===== config.mk =====
export PLATFORM = sky130hd
export DESIGN_NAME = mem_access_ctrl
export DESIGN_NICKNAME = d
export VERILOG_FILES = /design/src/rtl/mem_access_ctrl.sv
export SDC_FILE = /design/constraint.sdc
export NUM_CORES = 1
export LEC_CHECK = 0
export BUFFER_PORTS_ARGS = -buffer_cell sky130_fd_sc_hd__buf_2
export CORE_MARGIN = 2
export CORE_UTILIZATION = 48
export CTS_BUF_LIST = sky130_fd_sc_hd__clkbuf_2
export DETAILED_ROUTE_END_ITERATION = 6
export PLACE_DENSITY = 0.88
export SYNTH_ARGS = -nofsm -noshare
export SYNTH_HDL_FRONTEND = slang
export SYNTH_SLANG_ARGS = --single-unit
export TNS_END_PERCENT = 5

===== constraint.sdc =====
create_clock -name clk -period 5.82 [get_ports clk]
set_input_delay 1.164 -clock clk [delete_from_list [all_inputs] [get_ports clk]]
set_output_delay 1.164 -clock clk [all_outputs]
set_load 0.005 [all_outputs]

===== src/rtl/mem_access_ctrl.sv =====
// Memory-stage access controller: issues loads/stores to a multi-cycle data memory,
// stalls the pipeline while it is busy and produces the MEM/WB result/bubble/error.
module mem_access_ctrl #(
  parameter int W   = 16,
  parameter int TMO = 32
) (
  input  logic         clk,
  input  logic         rst,
  input  logic         valid_in,
  input  logic         mem_rd_in,
  input  logic         mem_wr_in,
  input  logic [W-1:0] addr_in,
  input  logic [W-1:0] wdata_in,
  output logic         mem_en,
  output logic         mem_wr,
  output logic [W-1:0] mem_addr,
  output logic [W-1:0] mem_wdata,
  input  logic [W-1:0] mem_rdata,
  input  logic         mem_stall,
  input  logic         mem_done,
  output logic         stall_o,
  output logic [W-1:0] ReadData_o,
  output logic         wait_o,
  output logic         err
);

  typedef enum logic [1:0] {IDLE, BUSY, RESP} state_e;

  localparam logic [7:0] TmoCnt = 8'(TMO);

  state_e         state_q, state_d;
  logic [7:0]     cnt_q, cnt_d;
  logic [W-1:0]   rdata_q, rdata_d;
  logic           is_rd_q, is_rd_d;

  logic mem_op, bad_op, acc;

  // Odd addresses and simultaneous read+write only matter for real memory ops.
  assign mem_op = valid_in & (mem_rd_in | mem_wr_in);
  assign bad_op = mem_op & (addr_in[0] | (mem_rd_in & mem_wr_in));
  assign acc    = mem_op & ~bad_op;

  assign mem_addr  = addr_in;
  assign mem_wdata = wdata_in;

  // NOTE: state registers use non-blocking assignments so every flop samples pre-edge values.
  always_ff @(posedge clk or posedge rst) begin
    if (rst) begin
      state_q <= IDLE;
      cnt_q   <= '0;
      rdata_q <= '0;
      is_rd_q <= 1'b0;
    end else begin
      state_q <= state_d;
      cnt_q   <= cnt_d;
      rdata_q <= rdata_d;
      is_rd_q <= is_rd_d;
    end
  end

  always_comb begin
    // NOTE: every output and next-state gets a default first, so no path can infer a latch.
    state_d    = state_q;
    cnt_d      = cnt_q;
    rdata_d    = rdata_q;
    is_rd_d    = is_rd_q;
    mem_en     = 1'b0;
    mem_wr     = mem_wr_in;
    stall_o    = 1'b0;
    wait_o     = 1'b1;
    ReadData_o = '0;
    err        = 1'b0;

    unique case (state_q)
      IDLE: begin
        mem_en = acc;
        if (bad_op) begin
          err = 1'b1;
        end else if (acc && mem_stall) begin
          stall_o = 1'b1;
          err     = mem_done;
        end else if (acc && mem_done) begin
          wait_o     = 1'b0;
          ReadData_o = mem_rd_in ? mem_rdata : '0;
        end else if (acc) begin
          stall_o = 1'b1;
          state_d = BUSY;
          cnt_d   = 8'd1;
          is_rd_d = mem_rd_in;
        end else begin
          wait_o = ~valid_in;
          err    = mem_done;
        end
      end

      BUSY: begin
        stall_o = 1'b1;
        cnt_d   = cnt_q + 8'd1;
        if (mem_done) begin
          rdata_d = is_rd_q ? mem_rdata : '0;
          state_d = RESP;
        end else if (cnt_q == TmoCnt) begin
          // Abort a stuck access so the pipeline cannot deadlock.
          err     = 1'b1;
          rdata_d = '0;
          state_d = RESP;
        end
      end

      RESP: begin
        wait_o     = 1'b0;
        ReadData_o = rdata_q;
        err        = mem_done;
        state_d    = IDLE;
      end

      default: state_d = IDLE;
    endcase

    if (rst) begin
      mem_en     = 1'b0;
      mem_wr     = 1'b0;
      stall_o    = 1'b0;
      wait_o     = 1'b1;
      ReadData_o = '0;
      err        = 1'b0;
    end
  end

endmodule


==> results of run 1 <==
==> where the power goes <==
group | internal (mW) | leakage (nW) | switching, mW
Clock | 0.0159 | 0.0126 | 0.0540
Sequential | 0.224 | 0.362 | 0.0333
Combinational | 0.0476 | 0.509 | 0.0487
Total | 0.288 | 0.884 | 0.136
==> flip-flops by register name, summed over array words and instances, names as in the netlist <==
| name | count |
|---|---|
| state_q | 2 |
| is_rd_q | 1 |
| rdata_q | 16 |
| cnt_q | 8 |
==> kinds of logic (layout without fill, tap and decap cells) <==
logic type | Yosys count | after routing | synth area share, %
simple gates | 51 | 51 | 18.3
xor+xnor | 2 | 2 | 0.987
compound gates | 51 | 51 | 23.3
buf+inv | 47 | 55 | 17.3
flops | 27 | 27 | 38.1
fa+ha+maj | 3 | 3 | 1.97
==> synthesized netlist by cell type (all sizes together), types with 3 or more instances <==
cell type  count
nor2           6
nor3           4
or4            3
and3           3
a21oi          6
inv            5
nor4           3
buf           35
nor2b          4
nand2         10
dfrtp         27
o21ai          5
clkbuf         7
a22o          31
==> area by class of cell <==
type | instances | area, µm²
Timing Repair Buffer | 46 | 233
Clock inverter | 1 | 7.51
Inverter | 5 | 18.8
Sequential cell | 27 | 676
Multi-Input combinational cell | 107 | 792
Tap cell | 48 | 60.1
Fill cell | 340 | 1800
Clock buffer | 3 | 15.0
==> metrics by stage <==
step / std cells / util [%] / hold WS (ns) / setup WS, ns
floorplan: 181 / - / 0.429 / 1.75
global placement: 233 / 49.3 / 0.445 / 1.79
detailed placement: 233 / 49.3 / 0.448 / 1.79
CTS: 237 / 50.0 / 0.499 / 1.79
global route: 237 / 50.0 / 0.542 / 1.65
finish: 237 / 50.0 / 0.496 / 1.78
==> worst max-delay path, cell delays in order <==
cell,delay (ns)
buf_2,0.12
or4b_4,0.53
nor4_4,0.70
a22o_2,0.25
buf_2,0.10
==> layer usage <==
| layer | up-vias | share of wire (%) | global-route usage [%] |
|---|---|---|---|
| met5 | - | 0 | 0 |
| met4 | 0 | 1.9 | 8.51 |
| met3 | 9 | 5.7 | 2.08 |
| met2 | 42 | 46 | 27.2 |
| met1 | 654 | 47 | 23.7 |
| li1 | 653 | - | - |
==> path summary, 6_finish.rpt <==
path | from | end | slack [ns] | depth (start not counted)
min reg2reg | is_rd_q$_DFFE_PP0P_ | is_rd_q$_DFFE_PP0P_ | 0.50 | 2
max reg2reg | cnt_q[0]$_DFFE_PP0P_ | rdata_q[15]$_DFFE_PP0P_ | 3.67 | 6
max | addr_in[0] | ReadData_o[10] | 1.78 | 5
min | is_rd_q$_DFFE_PP0P_ | is_rd_q$_DFFE_PP0P_ | 0.50 | 2
min in group asynchronous | rst | cnt_q[0]$_DFFE_PP0P_ | 0.90 | 3
max in group asynchronous | rst | rdata_q[6]$_DFFE_PP0P_ | 4.68 | 3
==> impl_metrics.json, run 1 <==
{
  "insertion_delay_ns": 0.35,
  "ir_worst_vdd_uv": 86.8,
  "grt_pass1_wl_um": 5760,
  "placed_cell_area_um2": 1780,
  "grt_max_degree": 29,
  "dp_hpwl_um": 2470,
  "remaining_drc_errors": 0,
  "io_buffers": 45,
  "rsz0062_at_grt": "false",
  "grt_pass1_vias": 1283,
  "antenna_found_initial": 0,
  "hold_viol": 0,
  "diodes": 0,
  "drive_above_1_share_pct": 34.4,
  "cts-root-buf": "clkbuf_2",
  "cts_buffers": 3,
  "die_h_um": 64.8,
  "netlist.area_leader.share_pct": 38.1,
  "maxSlewViolCount": 0,
  "power_mw": 0.424,
  "cap_violations": 0,
  "cts_hold_buf": 0,
  "powerDensity_nw_per_um2": 235,
  "drt-total-wl_um": 3450,
  "end_kind": "output port",
  "cts_tree": "yes",
  "yosysWarningCount": 0,
  "yosysTopAreaCell": "dfrtp_1",
  "arrival_ns": 2.87,
  "synth-edff-count": 0,
  "mostFrequentLayoutCells": "buf_2 (45), dfrtp_1 (27), a22o_1 (21)",
  "fin_crit_sh_pct": 69.4,
  "netlist_instances": 181,
  "io_pins": 108,
  "clkSinkCount": 27,
  "layout_min_cycle_time_ns": 4.04,
  "first_iter_violations": 45,
  "outcome": "complete, no violations",
  "cts_resized": 0,
  "critPathMaxFanout": 15,
  "core-area_um2": 3610,
  "final_cell_area_um2": 1800,
  "syn_to_final_growth_pct": 1.55,
  "die_area_um2": 4200,
  "start_util_pct": 49.2,
  "clk_path_buf_depth": 2,
  "finClkSkew_ns": 0.00263,
  "synth.distinct_cells": 43,
  "die_w_um": 64.8,
  "synth-seq-area-share_pct": 38.1,
  "num_rows": 22,
  "syn_avg_cell_area_um2": 9.80,
  "ant_nets": 0,
  "syn-cell-area_um2": 1770,
  "mostFrequentLayoutCell": "buf_2",
  "setup_tns_ns": 0,
  "vias": 1358,
  "worst_slew_pin_slew_ns": 1.18,
  "fmax_ghz": 0.248,
  "place_congestion": 0.847,
  "synth-seq-cells": 27,
  "hold_path.class": "reg2reg",
  "syn_nets": 238,
  "path_class": "in2out",
  "fin_nets": 247,
  "routedWlPerCell_um": 14.5,
  "first_pass_iters": 4,
  "max-slew-margin-rel_pct": 21.0,
  "async_flop_share_pct": 100,
  "cp-start-kind": "input pin",
  "htreeDepth": 1,
  "post_cts_buffers": 0,
  "grtUsageTotal_pct": 17.3,
  "timing.critical_path.required_ns": 4.66,
  "setup_viol": 0,
  "viasPerCell": 5.73,
  "ys.flop_type": "dfrtp_1",
  "overflow": 0,
  "power.leakage_nw": 0.884,
  "clkTransAtPathRegs_ns": 0.24,
  "synthTopCellsByArea": "dfrtp_1 (38%), buf_4 (14%), a22o_1 (10%), a22o_2 (5.6%), nand2_1 (2.1%)"
}
(Power assumes the default switching activity.)
==> inputs of run 2 (changes only) <==
- CORE_UTILIZATION: 48 -> 40
- PLACE_DENSITY: 0.88 -> 0.78
- clock period: 5.82 -> 3.7 ns (I/O delays scaled with it)
==> impl_metrics.json, run 2 (synthesized netlist as in run 1, its figures left out) <==
{
  "outcome": "complete, no violations",
  "fin_crit_sh_pct": 81.6,
  "max-slew-margin-rel_pct": 49.0,
  "p_int_mw": 0.452,
  "drt-total-wl_um": 3630,
  "ir_worst_vdd_uv": 172,
  "dp_hpwl_um": 2570,
  "first_iter_violations": 69,
  "pre_cts_slack_ns": 0.855,
  "reg_top3": "rdata_q (16), cnt_q (8), state_q (2)",
  "critical_path.startpoint": "state_q[1]$_DFFE_PP0P_",
  "switchingPower_mw": 0.217,
  "final_cell_area_um2": 1820,
  "clkTransAtPathRegs_ns": 0.25,
  "hold_viol": 0,
  "cts_tree": "yes",
  "drive_above_1_share_pct": 35.1,
  "post_cts_buffers": 0,
  "viasPerCell": 5.58,
  "ant_nets": 0,
  "vias": 1355,
  "pwr-share-seq_pct": 60.6,
  "largest_reg_flops": 16,
  "netSwitchingFraction_pct": 32.4,
  "r2r-start": "state_q[1]$_DFFE_PP0P_",
  "rrSetupSlack_ns": 1.72,
  "clk_path_buf_depth": 2,
  "grt_pass1_wl_um": 5930,
  "layout_min_cycle_time_ns": 3.02,
  "placed_cell_area_um2": 1800,
  "fin_ws_ns": 0.682,
  "syn_to_final_growth_pct": 2.68,
  "remaining_drc_errors": 0,
  "core-area_um2": 4320,
  "grt_pass1_vias": 1249,
  "fin_nets": 249,
  "path_class": "reg2out",
  "die_h_um": 70.6,
  "regMostFlops": "rdata_q",
  "reg2reg_depth": 4,
  "critPathMaxFanout": 15,
  "mostFrequentLayoutCells": "buf_2 (45), dfrtp_1 (27), a22o_1 (21)",
  "io_pins": 108,
  "powerDensity_nw_per_um2": 368,
  "overflow": 0,
  "num_rows": 24,
  "fillers": 444,
  "routedWlPerCell_um": 14.9,
  "die_area_um2": 4980,
  "clkPwrFrac_pct": 16.9,
  "hold_path.class": "in2async",
  "cts_buffers": 3,
  "htreeDepth": 1,
  "worst_slew_pin_slew_ns": 0.761,
  "grtUsageTotal_pct": 14.6,
  "grt_max_degree": 28,
  "maxSlewViolCount": 0,
  "clkSinkCount": 27,
  "setup_viol": 0,
  "arrival_ns": 2.28,
  "cap_violations": 0,
  "reg2reg_to": "cnt_q[6]$_DFFE_PP0P_",
  "start_util_pct": 41.0,
  "first_pass_iters": 4,
  "cts_resized": 0,
  "cp-start-kind": "flop",
  "fmax_ghz": 0.331,
  "die_w_um": 70.6,
  "postLayoutCoreUtil_pct": 42.1,
  "end_kind": "output port",
  "power.leakage_nw": 0.893,
  "cts_hold_buf": 0,
  "mostFrequentLayoutCell": "buf_2",
  "insertion_delay_ns": 0.36,
  "cts-root-buf": "clkbuf_2",
  "diodes": 0,
  "setup_tns_ns": 0,
  "antenna_found_initial": 0,
  "comb_power_share_pct": 22.5,
  "timing.critical_path.required_ns": 2.96,
  "place_congestion": 0.815,
  "power_mw": 0.670,
  "finClkSkew_ns": 0.00687,
  "rsz0062_at_grt": "false",
  "io_buffers": 45
}
run 2: cell count changes in the layout (fill, tap and decap cells not counted), sizes merged:
cell | before | now
buf | 46 | 48
run 2: power by group through the flow:
| stage | clock [mW] | combinational [mW] | sequential [mW] |
|---|---|---|---|
| CTS | 0.118 | 0.153 | 0.405 |
| finish | 0.113 | 0.151 | 0.406 |
| global route | 0.129 | 0.174 | 0.417 |
| global placement | 0 | 0.147 | 0.408 |
| detailed placement | 0 | 0.152 | 0.410 |
| floorplan | 0 | 0.138 | 0.395 |
run 2: final cells by class:
cell class                      instances  area (µm²)  share of cell area, %
Tap cell                               52        65.1                   3.57
Clock inverter                          1        7.51                  0.412
Multi-Input combinational cell        107         792                   43.5
Inverter                                5        18.8                   1.03
Clock buffer                            3        15.0                  0.824
Timing Repair Buffer                   48         248                   13.6
Sequential cell                        27         676                   37.1
run 2: through the flow:
stage / instances / hold WS, ns
after detailed placement: 239 / 0.448
after floorplan: 181 / 0.429
final: 243 / 0.485
after global routing: 243 / 0.493
after CTS: 243 / 0.488
after global placement: 239 / 0.440
run 2: worst max-delay path, cell delays in order, from the launching register on:
cell and delay, ns:
dfrtp_1 0.58, or4b_4 0.63, nor4_4 0.21, buf_4 0.24
a22o_2 0.15, buf_2 0.10
run 2: routing by layer:
metal | vias to the layer above | wire (µm) | global-route usage (%)
met2 | 48 | 1550 | 21.8
met3 | 10 | 249 | 1.57
met5 | - | 0 | 0
li1 | 658 | - | -
met1 | 639 | 1740 | 21.1
met4 | 0 | 85 | 7.34
run 2: worst max-delay path by stage:
stage | endpoint | slack (ns)
2_1_floorplan | ReadData_o[10] | 0.48
3_3_place_gp | ReadData_o[15] | 0.87
3_5_place_dp | ReadData_o[9] | 0.85
4_1_cts | ReadData_o[9] | 0.67
5_1_grt | ReadData_o[3] | 0.57
6_report | ReadData_o[9] | 0.68
==> inputs of run 3 (changes only) <==
- ABC_AREA: not set -> 1
- CORE_UTILIZATION: 40 -> 48
- PLACE_DENSITY: 0.78 -> 0.83
- clock period: 3.7 -> 3.05 ns (I/O delays scaled with it)
==> impl_metrics.json, run 3 <==
{
  "fin_nets": 369,
  "reg2reg_depth": 7,
  "syn_to_final_growth_pct": -0.113,
  "cap_violations": 0,
  "hold_viol": 0,
  "worst_slew_pin_slew_ns": 0.523,
  "synth-seq-area-share_pct": 30.5,
  "power.leakage_nw": 1.06,
  "largest_reg_flops": 16,
  "yosysWarningCount": 0,
  "htreeDepth": 1,
  "synth.most_common_cell": "nand2_1",
  "ir_worst_vdd_uv": 327,
  "cts_hold_buf": 0,
  "grt_pass1_vias": 1784,
  "reg_top3": "rdata_q (16), cnt_q (8), state_q (2)",
  "synthTopCellsByCount": "nand2_1 (78), nand3_1 (37), buf_4 (33), dfrtp_1 (27), a21oi_1 (25)",
  "vias": 1969,
  "first_iter_violations": 228,
  "die_h_um": 71.9,
  "syn_avg_cell_area_um2": 7.23,
  "clkSinkCount": 27,
  "critPathMaxFanout": 21,
  "cpMaxStageDelayCell": "buf_2",
  "num_rows": 24,
  "first_pass_iters": 4,
  "insertion_delay_ns": 0.34,
  "antenna_found_initial": 0,
  "routedWlPerCell_um": 13.4,
  "syn-cell-area_um2": 2210,
  "die_w_um": 71.9,
  "regMostFlops": "rdata_q",
  "syn_nets": 363,
  "synth-seq-cells": 27,
  "ys.flop_type": "dfrtp_1",
  "grt_pass1_wl_um": 8020,
  "netlist.area_leader.share_pct": 30.5,
  "path_class": "in2out",
  "yosysTopAreaCell": "dfrtp_1",
  "async_flop_share_pct": 100,
  "timing.critical_path.required_ns": 2.44,
  "drt-total-wl_um": 4860,
  "cp-start-kind": "input pin",
  "clkTransAtPathRegs_ns": 0.26,
  "max_stage_delay_ns": 0.32,
  "core-area_um2": 4380,
  "setup_viol": 0,
  "powerDensity_nw_per_um2": 403,
  "reg2reg_to": "rdata_q[13]$_DFFE_PP0P_",
  "die_area_um2": 5170,
  "dp_hpwl_um": 3510,
  "critical_path.startpoint": "mem_rd_in",
  "cts_buffers": 3,
  "endpoint": "ReadData_o[0]",
  "rsz0062_at_grt": "false",
  "fin_crit_sh_pct": 88.7,
  "max-slew-margin-rel_pct": 65.1,
  "layout_min_cycle_time_ns": 2.70,
  "mostFrequentLayoutCells": "nand2_1 (78), buf_2 (45), nand3_1 (37)",
  "synthTopCellsByArea": "dfrtp_1 (31%), nand2_1 (13%), buf_4 (11%), nand3_1 (8.4%), a21oi_1 (5.7%)",
  "maxSlewViolCount": 0,
  "clk_path_buf_depth": 2,
  "place_congestion": 0.854,
  "setup_tns_ns": 0,
  "cp_cell_sequence": "buf_2, nor2_2, nor2_8, nand2_4, nor2_8, nand3_1, a21oi_1, buf_2",
  "overflow": 0,
  "cts_resized": 0,
  "r2r-start": "state_q[1]$_DFFE_PP0P_",
  "grtUsageTotal_pct": 19.0,
  "diodes": 0,
  "synth.distinct_cells": 31,
  "remaining_drc_errors": 0,
  "io_buffers": 45,
  "whs_ns": 0.439,
  "post_cts_buffers": 0,
  "ant_nets": 0,
  "io_pins": 108,
  "netlist_instances": 306,
  "rrSetupSlack_ns": 1.31,
  "mostFrequentLayoutCell": "nand2_1",
  "fmax_ghz": 0.370,
  "cts-root-buf": "clkbuf_2",
  "outcome": "complete, no violations",
  "grt_max_degree": 31,
  "start_util_pct": 50.5,
  "finClkSkew_ns": 0.00552,
  "hold_path.class": "in2async",
  "arrival_ns": 2.09,
  "cts_tree": "yes",
  "viasPerCell": 5.42,
  "drive_above_1_share_pct": 27.0,
  "synth-edff-count": 0,
  "end_kind": "output port"
}
-- run 3: cell count changes after synthesis, sizes merged, moves of 9 or more --
cell | previous run | this run
a21oi | 6 | 35
nand3 | 2 | 48
nor2 | 6 | 17
o21ai | 5 | 21
a22o | 31 | 0
nand2 | 10 | 81
inv | 5 | 18
buf | 35 | 44
-- run 3: routing by layer --
metal / up-vias / part of all wire (%) / GRT usage (%)
met4: 0 / 0.31 / 3.35
li1: 984 / - / -
met5: - / 0 / 0
met3: 2 / 5.2 / 2.81
met2: 52 / 50 / 32.0
met1: 931 / 45 / 26.4
-- run 3: area by class of cell --
type / instances / area [µm²]
inverter: 18 / 67.6
fill: 433 / 2170
multi-input combinational: 214 / 1130
clock buffer: 4 / 20.0
tap: 52 / 65.1
timing repair buffer: 48 / 248
sequential: 27 / 676
-- run 3: how the worst min path moves through the flow --
stage                                       start                 endpoint  slack (ns)  cells past startpoint
after floorplan            rdata_q[0]$_DFFE_PP0P_   rdata_q[0]$_DFFE_PP0P_        0.45                      2
after global placement    rdata_q[14]$_DFFE_PP0P_  rdata_q[14]$_DFFE_PP0P_        0.47                      2
after detailed placement  rdata_q[14]$_DFFE_PP0P_  rdata_q[14]$_DFFE_PP0P_        0.47                      2
after CTS                                     rst  rdata_q[15]$_DFFE_PP0P_        0.44                      2
after global routing                          rst   rdata_q[2]$_DFFE_PP0P_        0.46                      2
final                                         rst   rdata_q[2]$_DFFE_PP0P_        0.44                      2
-- run 3: power breakdown --
part           total, mW  internal (mW)  switching (mW)
Combinational      0.265          0.104           0.161
Clock              0.140         0.0346           0.106
Sequential         0.485          0.421          0.0637
Total              0.890          0.561           0.330
-- run 3: metrics by stage --
step	utilization (%)	setup slack (ns)	std cells	power (mW)	area [µm²]
after global placement	49.9	0.418	359	0.742	2190
after floorplan	-	0.747	306	0.716	2210
after CTS	50.4	0.353	363	0.897	2210
after global routing	50.4	0.182	363	0.965	2210
after detailed placement	49.9	0.355	359	0.757	2190
final	50.4	0.346	363	0.890	2210
-- run 3: cell families (layout without fill, tap and decap cells) --
logic type	after synthesis	after routing	share of synthesized area [%]
and+or+nand+nor	153	153	34.5
buffers and inverters	65	70	18.2
xor gates and xnor gates	1	1	0.396
DFF	27	27	30.5
adders and majority gates	2	2	1.13
AOI/OAI and AO/OA	58	58	15.2
-- run 3: critical path: cells and delay by family --
family / cells / cell delay, ns
buffers and inverters: 2 / 0.45
and+or+nand+nor: 5 / 0.89
AOI/OAI and AO/OA: 1 / 0.14
